**src/rtl/mem_bus_pkg.sv**
```systemverilog
// Shared memory-bus constants and arbiter state encoding for the native
// valid/ready memory port used by the CPU, DMA/AES engine and interconnect.
package mem_bus_pkg;

  localparam int          MEM_ADDR_W    = 32;
  localparam int          MEM_DATA_W    = 32;
  localparam logic [31:0] MEM_ERR_RDATA = 32'hDEADBEEF;

  typedef enum logic {
    ARB_IDLE = 1'b0,
    ARB_BUSY = 1'b1
  } arb_state_e;

endpackage

```
**src/rtl/mem_arbiter_2to1_if.sv**
```systemverilog
// Native memory port bundle: valid/ready handshake with addr/wdata/wstrb
// request fields and rdata response. wstrb == 0 denotes a read.
interface mem_arbiter_2to1_if
  import mem_bus_pkg::*;
#(
  parameter int ADDR_W = MEM_ADDR_W,
  parameter int DATA_W = MEM_DATA_W
) ();

  logic                  valid;
  logic                  ready;
  logic [ADDR_W-1:0]     addr;
  logic [DATA_W-1:0]     wdata;
  logic [DATA_W/8-1:0]   wstrb;
  logic [DATA_W-1:0]     rdata;

  modport master (
    output valid, addr, wdata, wstrb,
    input  ready, rdata
  );

  modport slave (
    input  valid, addr, wdata, wstrb,
    output ready, rdata
  );

endinterface

```
**src/rtl/mem_rr_pick2.sv**
```systemverilog
// Combinational two-way round-robin picker: one-hot pick among valid[1:0],
// with prio naming the requester that wins when both are valid.
module mem_rr_pick2 (
  input  logic [1:0] valid,
  input  logic       prio,
  output logic [1:0] pick
);

  assign pick[0] = valid[0] & (~valid[1] | ~prio);
  assign pick[1] = valid[1] & (~valid[0] |  prio);

endmodule

```
**src/rtl/mem_arbiter_2to1.sv**
```systemverilog
// Two-requester round-robin arbiter onto one native memory port; grant is held
// for a whole transaction. Optional watchdog abort: define MEM_ARB_TIMEOUT_EN.
module mem_arbiter_2to1
  import mem_bus_pkg::*;
#(
  parameter int ADDR_W         = MEM_ADDR_W,
  parameter int DATA_W         = MEM_DATA_W,
  parameter int TIMEOUT_CYCLES = 255
) (
  input  logic                     clk,
  input  logic                     resetn,
  mem_arbiter_2to1_if.slave        s0_mem,
  mem_arbiter_2to1_if.slave        s1_mem,
  mem_arbiter_2to1_if.master       m_mem,
  output logic [1:0]               grant,
  output logic                     timeout_err
);

  localparam int   STRB_W  = DATA_W / 8;
  localparam logic ST_IDLE = ARB_IDLE;
  localparam logic ST_BUSY = ARB_BUSY;

  if (TIMEOUT_CYCLES < 1 || TIMEOUT_CYCLES > 65535) begin : g_bad_timeout
    $error("mem_arbiter_2to1: TIMEOUT_CYCLES must be in 1..65535");
  end

  logic              state_q;
  logic [1:0]        grant_q;
  logic              prio_q;

  logic [1:0]        pick;
  logic              busy;
  logic              g_valid;
  logic [ADDR_W-1:0] g_addr;
  logic [DATA_W-1:0] g_wdata;
  logic [STRB_W-1:0] g_wstrb;
  logic              done;
  logic              abandon;
  logic              tmo;
  logic              resp_ready;
  logic [DATA_W-1:0] resp_rdata;

  mem_rr_pick2 u_pick (
    .valid ({s1_mem.valid, s0_mem.valid}),
    .prio  (prio_q),
    .pick  (pick)
  );

  assign busy    = (state_q == ST_BUSY);
  assign g_valid = grant_q[1] ? s1_mem.valid : s0_mem.valid;
  assign g_addr  = grant_q[1] ? s1_mem.addr  : s0_mem.addr;
  assign g_wdata = grant_q[1] ? s1_mem.wdata : s0_mem.wdata;
  assign g_wstrb = grant_q[1] ? s1_mem.wstrb : s0_mem.wstrb;

  // Downstream ready completes even if the requester let valid drop that cycle.
  assign done    = busy & m_mem.ready;
  assign abandon = busy & ~g_valid & ~m_mem.ready;

`ifdef MEM_ARB_TIMEOUT_EN
  logic [15:0] tmo_cnt_q;

  // Held at zero while idle, so every transaction starts counting from 0.
  always_ff @(posedge clk or negedge resetn) begin
    if (!resetn) begin
      tmo_cnt_q <= '0;
    end else if (!busy) begin
      tmo_cnt_q <= '0;
    end else if (!m_mem.ready) begin
      tmo_cnt_q <= tmo_cnt_q + 16'd1;
    end
  end

  assign tmo = busy & g_valid & ~m_mem.ready &
               (tmo_cnt_q == 16'(TIMEOUT_CYCLES - 1));
`else
  assign tmo = 1'b0;
`endif

  assign timeout_err = tmo;
  assign grant       = grant_q;

  // Downstream request: zeroed while idle, and withdrawn on a watchdog abort.
  assign m_mem.valid = busy & g_valid & ~tmo;
  assign m_mem.addr  = busy ? g_addr  : '0;
  assign m_mem.wdata = busy ? g_wdata : '0;
  assign m_mem.wstrb = busy ? g_wstrb : '0;

  assign resp_ready = m_mem.ready | tmo;
  assign resp_rdata = tmo ? DATA_W'(MEM_ERR_RDATA) : m_mem.rdata;

  assign s0_mem.ready = busy & grant_q[0] & resp_ready;
  assign s0_mem.rdata = (busy & grant_q[0]) ? resp_rdata : '0;
  assign s1_mem.ready = busy & grant_q[1] & resp_ready;
  assign s1_mem.rdata = (busy & grant_q[1]) ? resp_rdata : '0;

  // Priority moves to the requester not just served; an abandon leaves it alone.
  always_ff @(posedge clk or negedge resetn) begin
    if (!resetn) begin
      state_q <= ST_IDLE;
      grant_q <= 2'b00;
      prio_q  <= 1'b0;
    end else if (!busy) begin
      if (|pick) begin
        grant_q <= pick;
        state_q <= ST_BUSY;
      end
    end else if (done || tmo) begin
      state_q <= ST_IDLE;
      grant_q <= 2'b00;
      prio_q  <= grant_q[0];
    end else if (abandon) begin
      state_q <= ST_IDLE;
      grant_q <= 2'b00;
    end
  end

endmodule

```
**src/flat_wrapper.sv**
```systemverilog
// flat-port wrapper written by rule: the top's interface ports become plain ports
module mem_arbiter_2to1_flat import mem_bus_pkg::*;
#(
  parameter int ADDR_W         = MEM_ADDR_W,
  parameter int DATA_W         = MEM_DATA_W,
  parameter int TIMEOUT_CYCLES = 255
)
  (clk, resetn, grant, timeout_err, s0_mem_valid, s0_mem_addr, s0_mem_wdata, s0_mem_wstrb, s0_mem_ready, s0_mem_rdata, s1_mem_valid, s1_mem_addr, s1_mem_wdata, s1_mem_wstrb, s1_mem_ready, s1_mem_rdata, m_mem_valid, m_mem_addr, m_mem_wdata, m_mem_wstrb, m_mem_ready, m_mem_rdata);
  mem_arbiter_2to1_if #(.ADDR_W(ADDR_W), .DATA_W(DATA_W)) s0_mem_i ();
  mem_arbiter_2to1_if #(.ADDR_W(ADDR_W), .DATA_W(DATA_W)) s1_mem_i ();
  mem_arbiter_2to1_if #(.ADDR_W(ADDR_W), .DATA_W(DATA_W)) m_mem_i ();
  input  logic clk;
  input  logic resetn;
  output logic [1:0] grant;
  output logic timeout_err;
  input wire logic [$bits(s0_mem_i.valid)-1:0] s0_mem_valid;
  input wire logic [$bits(s0_mem_i.addr)-1:0] s0_mem_addr;
  input wire logic [$bits(s0_mem_i.wdata)-1:0] s0_mem_wdata;
  input wire logic [$bits(s0_mem_i.wstrb)-1:0] s0_mem_wstrb;
  output wire logic [$bits(s0_mem_i.ready)-1:0] s0_mem_ready;
  output wire logic [$bits(s0_mem_i.rdata)-1:0] s0_mem_rdata;
  input wire logic [$bits(s1_mem_i.valid)-1:0] s1_mem_valid;
  input wire logic [$bits(s1_mem_i.addr)-1:0] s1_mem_addr;
  input wire logic [$bits(s1_mem_i.wdata)-1:0] s1_mem_wdata;
  input wire logic [$bits(s1_mem_i.wstrb)-1:0] s1_mem_wstrb;
  output wire logic [$bits(s1_mem_i.ready)-1:0] s1_mem_ready;
  output wire logic [$bits(s1_mem_i.rdata)-1:0] s1_mem_rdata;
  output wire logic [$bits(m_mem_i.valid)-1:0] m_mem_valid;
  output wire logic [$bits(m_mem_i.addr)-1:0] m_mem_addr;
  output wire logic [$bits(m_mem_i.wdata)-1:0] m_mem_wdata;
  output wire logic [$bits(m_mem_i.wstrb)-1:0] m_mem_wstrb;
  input wire logic [$bits(m_mem_i.ready)-1:0] m_mem_ready;
  input wire logic [$bits(m_mem_i.rdata)-1:0] m_mem_rdata;
  assign s0_mem_i.valid = s0_mem_valid;
  assign s0_mem_i.addr = s0_mem_addr;
  assign s0_mem_i.wdata = s0_mem_wdata;
  assign s0_mem_i.wstrb = s0_mem_wstrb;
  assign s0_mem_ready = s0_mem_i.ready;
  assign s0_mem_rdata = s0_mem_i.rdata;
  assign s1_mem_i.valid = s1_mem_valid;
  assign s1_mem_i.addr = s1_mem_addr;
  assign s1_mem_i.wdata = s1_mem_wdata;
  assign s1_mem_i.wstrb = s1_mem_wstrb;
  assign s1_mem_ready = s1_mem_i.ready;
  assign s1_mem_rdata = s1_mem_i.rdata;
  assign m_mem_valid = m_mem_i.valid;
  assign m_mem_addr = m_mem_i.addr;
  assign m_mem_wdata = m_mem_i.wdata;
  assign m_mem_wstrb = m_mem_i.wstrb;
  assign m_mem_i.ready = m_mem_ready;
  assign m_mem_i.rdata = m_mem_rdata;
  mem_arbiter_2to1 #(.ADDR_W(ADDR_W), .DATA_W(DATA_W), .TIMEOUT_CYCLES(TIMEOUT_CYCLES)) u_core (.clk(clk), .resetn(resetn), .s0_mem(s0_mem_i), .s1_mem(s1_mem_i), .m_mem(m_mem_i), .grant(grant), .timeout_err(timeout_err));
endmodule
```
**config.mk**
```make
export PLATFORM = sky130hd
export DESIGN_NAME = mem_arbiter_2to1_flat
export DESIGN_NICKNAME = d
export VERILOG_FILES = /design/src/rtl/mem_bus_pkg.sv /design/src/rtl/mem_arbiter_2to1_if.sv /design/src/rtl/mem_rr_pick2.sv /design/src/rtl/mem_arbiter_2to1.sv /design/src/flat_wrapper.sv
export SDC_FILE = /design/constraint.sdc
export NUM_CORES = 1
export LEC_CHECK = 0
export ABC_AREA = 1
export ABC_CLOCK_PERIOD_IN_PS = 2800
export CORE_AREA = 2 2 119 121
export CTS_BUF_LIST = sky130_fd_sc_hd__clkbuf_2 sky130_fd_sc_hd__clkbuf_4 sky130_fd_sc_hd__clkbuf_8
export DETAILED_ROUTE_END_ITERATION = 10
export DIE_AREA = 0 0 121 123
export PLACE_DENSITY = 0.57
export SLEW_MARGIN = 20
export SYNTH_ARGS = -nofsm -noshare
export SYNTH_HDL_FRONTEND = slang
export SYNTH_SLANG_ARGS = --single-unit
```
**constraint.sdc**
```tcl
create_clock -name clk -period 2.8 [get_ports clk]
set_input_delay 0.42 -clock clk [delete_from_list [all_inputs] [get_ports clk]]
set_output_delay 0.42 -clock clk [all_outputs]
set_load 0.1 [all_outputs]
```
==> impl_metrics.ini, run 1 <==
[cells_and_area]
diodes = 0
fin_area_mm2 = 0.006397
drive_above_1_share_pct = 33.69
nets = 828
num-fill-cells = 1304
area_growth_syn_to_layout_pct = 290.6
finalNonFillerCells = 833

[power_and_ir_drop]
p_comb_share_pct = 96.7
peakVddDrop_v = 0.0007949
switching_power_mw = 5.320
power.total_mw = 7.970
cellPowerDensity_mw_per_mm2 = 1246
switching_share_pct = 66.75
p_seq_share_pct = 1.7
leakagePower_nw = 2.746
intPower_mw = 2.650
p_clk_share_pct = 1.6

[drt]
post_drt_wl_per_cell_um = 13.87
drc = 0
first_iter_violations = 96
wirelength_um = 11550
via_count = 3355
first_pass_iters = 4
drtAntennaViolNets = 0
via_per_inst = 4.028

[grt]
grt_max_degree = 46
track_usage_pct = 14.57
grt_pass1_vias = 3353
grt_overflow = 0
grt_pass1_wl_um = 17230
antenna_found_initial = 0

[floorplanning]
fp.dieW_um = 121
dieArea_mm2 = 0.01488
coreArea_mm2 = 0.01361
row_count = 43
pin_count = 311
fp.dieH_um = 123
start_util_pct = 12.03

[placed_design]
dpl.cell_count = 830
routabilityCongestion = 0.8090
io_buffers = 309
dp_hpwl_um = 9957
place_area_mm2 = 0.006356

[critical_path]
crit_slowest_cell = dfrtp_2
crit_path_start = u_core.busy
crit_family = buffers and inverters
critPathMaxStageDelay_ns = 0.61
cp-end-kind = primary output
reg2reg_slack_ns = 1.43
cp.arrival_ns = 1.88
startpoint_type = flip-flop
path_class = flip-flop to primary output
crit_chain = buf_12, nand2_1, buf_4, nor2_1, buf_12
path_buf_inv = 3
crit_fanout = 45
cp.required_ns = 2.38
cp_num_cells = 5
r2r-end = u_core.busy
r2r_start = u_core.grant[1]
r2r_cells = 5
critPathMostFrequentCell = buf_12
cp-endpoint = s1_mem_rdata[18]

[sta]
final-hold-violation-count = 0
rsz0062_at_grt = false
hold_ws_ns = 0.4237
timing.final.setup_violations = 0
fmax_mhz = 435.3
clock_skew_ns = 0.0002411
finalCritPeriodShare_pct = 82.05
setup_tns_ns = 0
finalCriticalPeriod_ns = 2.297
drv_slew = 0

[clock_network]
clk_pin_slew_worst_paths_ns = 0.03
cts_buffer_depth = 2
cts-root-buf = clkbuf_8
cts-resized-gates = 0
clock_latency_ns = 0.22
ctsHoldBuffers = 0
numCtsBuffers = 3
htree_num_levels = 1
cts_tree = yes
cts.sinks = 4
post-cts-setup-buffers = 0

[logic_synthesis]
postSynthAreaPerCell_um2 = 4.487
synth.yosys.warnings = 0
syn_nets = 538
synth-seq-area-share_pct = 6.112
ys_ff_latch = 4
synth_cell_type_count = 18
synth_area_mm2 = 0.001638
netlist_instances = 365

[min_path]
hold_class = primary input to asynchronous set/reset pin

[run_status]
status = completed

[flow_run]
max-cap-violations = 0
-- cell type report --
class                   instances  area, µm²  share of cell area [%]
well taps                     180      225.2                   3.520
flip-flops and latches          4      102.6                   1.604
repair buffers                315       4509                   70.49
clock buffers                   3      41.29                  0.6454
inverters                      38      145.1                   2.269
multi-input cells             293       1374                   21.47
-- power groups by stage --
stage	Combinational (mW)	Clock (mW)	Sequential, mW
2_1_floorplan	4.88	0	0.177
3_3_place_gp	7.71	0	0.134
3_5_place_dp	7.76	0	0.136
4_1_cts	7.78	0.129	0.136
5_1_grt	7.96	0.136	0.143
6_report	7.71	0.125	0.135
-- kinds of logic (layout without fill, tap and decap cells) --
family / Yosys count / count (layout) / share of synthesized area (%)
simple gates: 222 / 222 / 51.57
compound gates: 70 / 70 / 21.70
buf+inv: 68 / 356 / 20.40
flops: 4 / 4 / 6.112
other cells: 1 / 1 / 0.2290
-- cell usage after synthesis (all sizes together) --
| cell | n | share of area, % |
|---|---|---|
| conb | 1 | 0.23 |
| nand3 | 5 | 1.5 |
| buf | 19 | 8.6 |
| o21ai | 68 | 21 |
| clkbuf | 11 | 2.9 |
| nor2 | 203 | 47 |
| a21oi | 1 | 0.53 |
| o22ai | 1 | 0.38 |
| nand2 | 14 | 3.4 |
| dfrtp | 4 | 6.1 |
| inv | 38 | 8.9 |
-- metal layers --
metal  vias to the layer above  part of all wire, %  GRT usage, %
li1                       1678                    -             -
met1                      1487                   33         14.11
met2                       169                   55         28.79
met3                        21                   10         4.982
met4                         0                  2.5         4.506
met5                         -                    0             0
-- stage by stage --
| step | setup slack (ns) | util, % |
|---|---|---|
| 2_1_floorplan | -0.3122 | - |
| 3_3_place_gp | 0.7343 | 46.70 |
| 3_5_place_dp | 0.6999 | 46.70 |
| 4_1_cts | 0.4699 | 47.00 |
| 5_1_grt | 0.3520 | 47.00 |
| 6_report | 0.5027 | 47.00 |
-- worst register-to-register path, cell delays in order (launching register included) --
cell,delay (ns)
dfrtp_2,0.41
inv_4,0.35
nand2_1,0.17
a21oi_2,0.25
nand2_1,0.07
nand2_1,0.06
-- worst min-delay path by stage --
stage,startpoint,to,depth (start not counted)
6_report,resetn,u_core.grant[0],1
2_1_floorplan,resetn,u_core.busy,0
3_3_place_gp,u_core.grant[0],u_core.grant[0],2
5_1_grt,resetn,u_core.grant[0],1
3_5_place_dp,u_core.grant[0],u_core.grant[0],2
4_1_cts,resetn,u_core.prio_q,1
-- state kept, by name, indices dropped and copies added (netlist names) --
| signal | cells |
|---|---|
| u_core.busy | 1 |
| u_core.prio_q | 1 |
| u_core.grant | 2 |
-- layout by cell type, fill, tap and decap left out --
| master | synthesis | final |
|---|---|---|
| o21ai_0 | 65 | 65 |
| nand2_1 | 13 | 13 |
| inv_4 | 1 | 1 |
| nor2_2 | 1 | 69 |
| clkdlybuf4s50_1 | 0 | 172 |
| a21oi_2 | 1 | 1 |
| nor2_1 | 202 | 134 |
| buf_12 | 0 | 137 |
| inv_1 | 37 | 37 |
| nand2_2 | 1 | 1 |
| buf_4 | 1 | 6 |
| conb_1 | 1 | 1 |
| clkbuf_8 | 0 | 3 |
| o22ai_1 | 1 | 1 |
| o21ai_1 | 3 | 3 |
| dfrtp_2 | 0 | 2 |
| dfrtp_1 | 4 | 2 |
| nand3_1 | 5 | 5 |
(Power assumes the default switching activity.)
==> inputs of run 2 (changes only) <==
- ABC_CLOCK_PERIOD_IN_PS: 2800 -> 1900
- CORE_AREA: 2 2 119 121 -> 2 2 121 123
- DIE_AREA: 0 0 121 123 -> 0 0 123 125
- clock period: 2.8 -> 1.9 ns (I/O delays scaled with it)
==> run 2 against run 1 <==
Compared with the run above:
- combinational power is 65% higher
- clock-buffer cell count is 1 higher
- worst hold slack worse by 0.15 ns
- largest power group unchanged
- clock skew is 0.0045 ns higher
- sequential share of layout area is 0.16 points lower
- critical path depth stayed put
- critical path type unchanged
- utilization is 6.0 points higher
==> impl_metrics.ini, run 2 (same netlist as run 1, synthesis figures left out) <==
[power_and_ir_drop]
leakagePower_nw = 2.908
peakVddDrop_v = 0.001046
p_clk_share_pct = 1.6
switching_share_pct = 65.25
intPower_mw = 4.553
switching_power_mw = 8.549
p_comb_share_pct = 97.0
cellPowerDensity_mw_per_mm2 = 1740
p_seq_share_pct = 1.5
power.total_mw = 13.10

[cells_and_area]
nets = 839
largest_reg_flops = 2
drive_above_1_share_pct = 47.37
area_growth_syn_to_layout_pct = 359.7
final_cell_mix = clkdlybuf4s50_1 (172), buf_12 (145), nor2_4 (140), nor2_1 (54), o21ai_0 (44)
diodes = 0
layout_commonest_cell = clkdlybuf4s50_1

[sta]
finalCritPeriodShare_pct = 96.59
fin_ws_ns = 0.06470
clock_skew_ns = 0.004774
final-hold-violation-count = 0
finalCriticalPeriod_ns = 1.835
rsz0062_at_grt = false
fmax_mhz = 544.9
drv_slew = 0
timing.final.setup_violations = 0

[clock_network]
cts-root-buf = clkbuf_8
numCtsBuffers = 3
clk_pin_slew_worst_paths_ns = 0.03
cts_tree = yes
cts_buffer_depth = 2
cts.sinks = 4
htree_num_levels = 1
clock_latency_ns = 0.22
ctsHoldBuffers = 0

[placed_design]
dpl_worst_slack_ns = 0.1538
dp_hpwl_um = 11150
io_buffers = 309
routabilityCongestion = 0.8868

[drt]
wl_met1_um = 4274
via_per_inst = 4.148
via_count = 3522
drc = 0
first_pass_iters = 4
drtAntennaViolNets = 0
first_iter_violations = 60
top_layer_used = met4
post_drt_wl_per_cell_um = 15.13
met2_wirelength_um = 6892
wl_met3_um = 1429
wirelength_um = 12840

[critical_path]
crit_fanout = 9
cp.arrival_ns = 1.55
r2r_cells = 7
path_class = flip-flop to primary output
cp-end-kind = primary output
cp.required_ns = 1.62
startpoint_type = flip-flop

[grt]
grt_overflow = 0
grt_pass1_vias = 3734
antenna_found_initial = 0
track_usage_pct = 16.28
grt_pass1_wl_um = 19920
grt_max_degree = 53

[floorplanning]
fp.dieW_um = 123
pin_count = 311
dieArea_mm2 = 0.01538
fp.dieH_um = 125
coreArea_mm2 = 0.01420
row_count = 44
start_util_pct = 11.53

[run_status]
status = completed

[min_path]
hold_class = primary input to asynchronous set/reset pin

[flow_run]
max-cap-violations = 0
[run 2: cell count changes in the layout (fill, tap and decap cells not counted), sizes merged]
cell / previous run / this run
clkbuf: 3 / 4
buf: 143 / 154
[run 2: area by class of cell]
class | instances | area [µm²]
multi-input cells | 293 | 2297
clock buffers | 4 | 48.80
inverters | 38 | 147.6
well taps | 184 | 230.2
flip-flops and latches | 4 | 108.9
repair buffers | 326 | 4696
fillers | 1255 | 6675
[run 2: repair_timing]
item                                    CTS  global route
buffers inserted                          0             2
endpoints found under the setup margin    9            64
gates resized for setup                   7            10
[run 2: critical path, stage by stage (launching register included)]
cell and delay (ns):
dfrtp_4 0.52, buf_4 0.19, nand2_4 0.09, buf_4 0.29, nor2_4 0.06, buf_12 0.16
[run 2: path summary, 6_finish.rpt]
check,startpoint,end,slack [ns]
max,u_core.grant[1],s1_mem_rdata[16],0.06
min,resetn,u_core.grant[0],0.28
max reg2reg,u_core.busy,u_core.grant[1],0.66
min reg2reg,u_core.prio_q,u_core.grant[0],0.54
max in group asynchronous,resetn,u_core.grant[1],1.43
min in group clk,u_core.prio_q,u_core.grant[0],0.54
[run 2: layer usage]
layer | GRT usage, % | vias up
li1 | - | 1705
met1 | 17.16 | 1608
met2 | 30.58 | 192
met3 | 5.429 | 17
met4 | 3.944 | 0
met5 | 0 | -
[run 2: through the flow]
step           area [µm²]  utilization [%]  std cells  TNS (ns)  hold slack, ns
5_1_grt              7528            53.00        849         0          0.2865
2_1_floorplan        2758                -        365    -2.086        -0.01059
3_5_place_dp         7458            52.51        843         0          0.5068
6_report             7528            53.00        849         0          0.2756
4_1_cts              7507            52.85        847  -0.02189          0.2814
3_3_place_gp         7458            52.51        843         0          0.5117
[run 2: power by group through the flow]
stage | sequential [mW] | combinational (mW) | clock (mW)
after floorplan | 0.276 | 8.17 | 0
after detailed placement | 0.206 | 12.7 | 0
after global placement | 0.198 | 12.6 | 0
after CTS | 0.208 | 12.8 | 0.212
final | 0.191 | 12.7 | 0.206
after global routing | 0.197 | 13.1 | 0.218
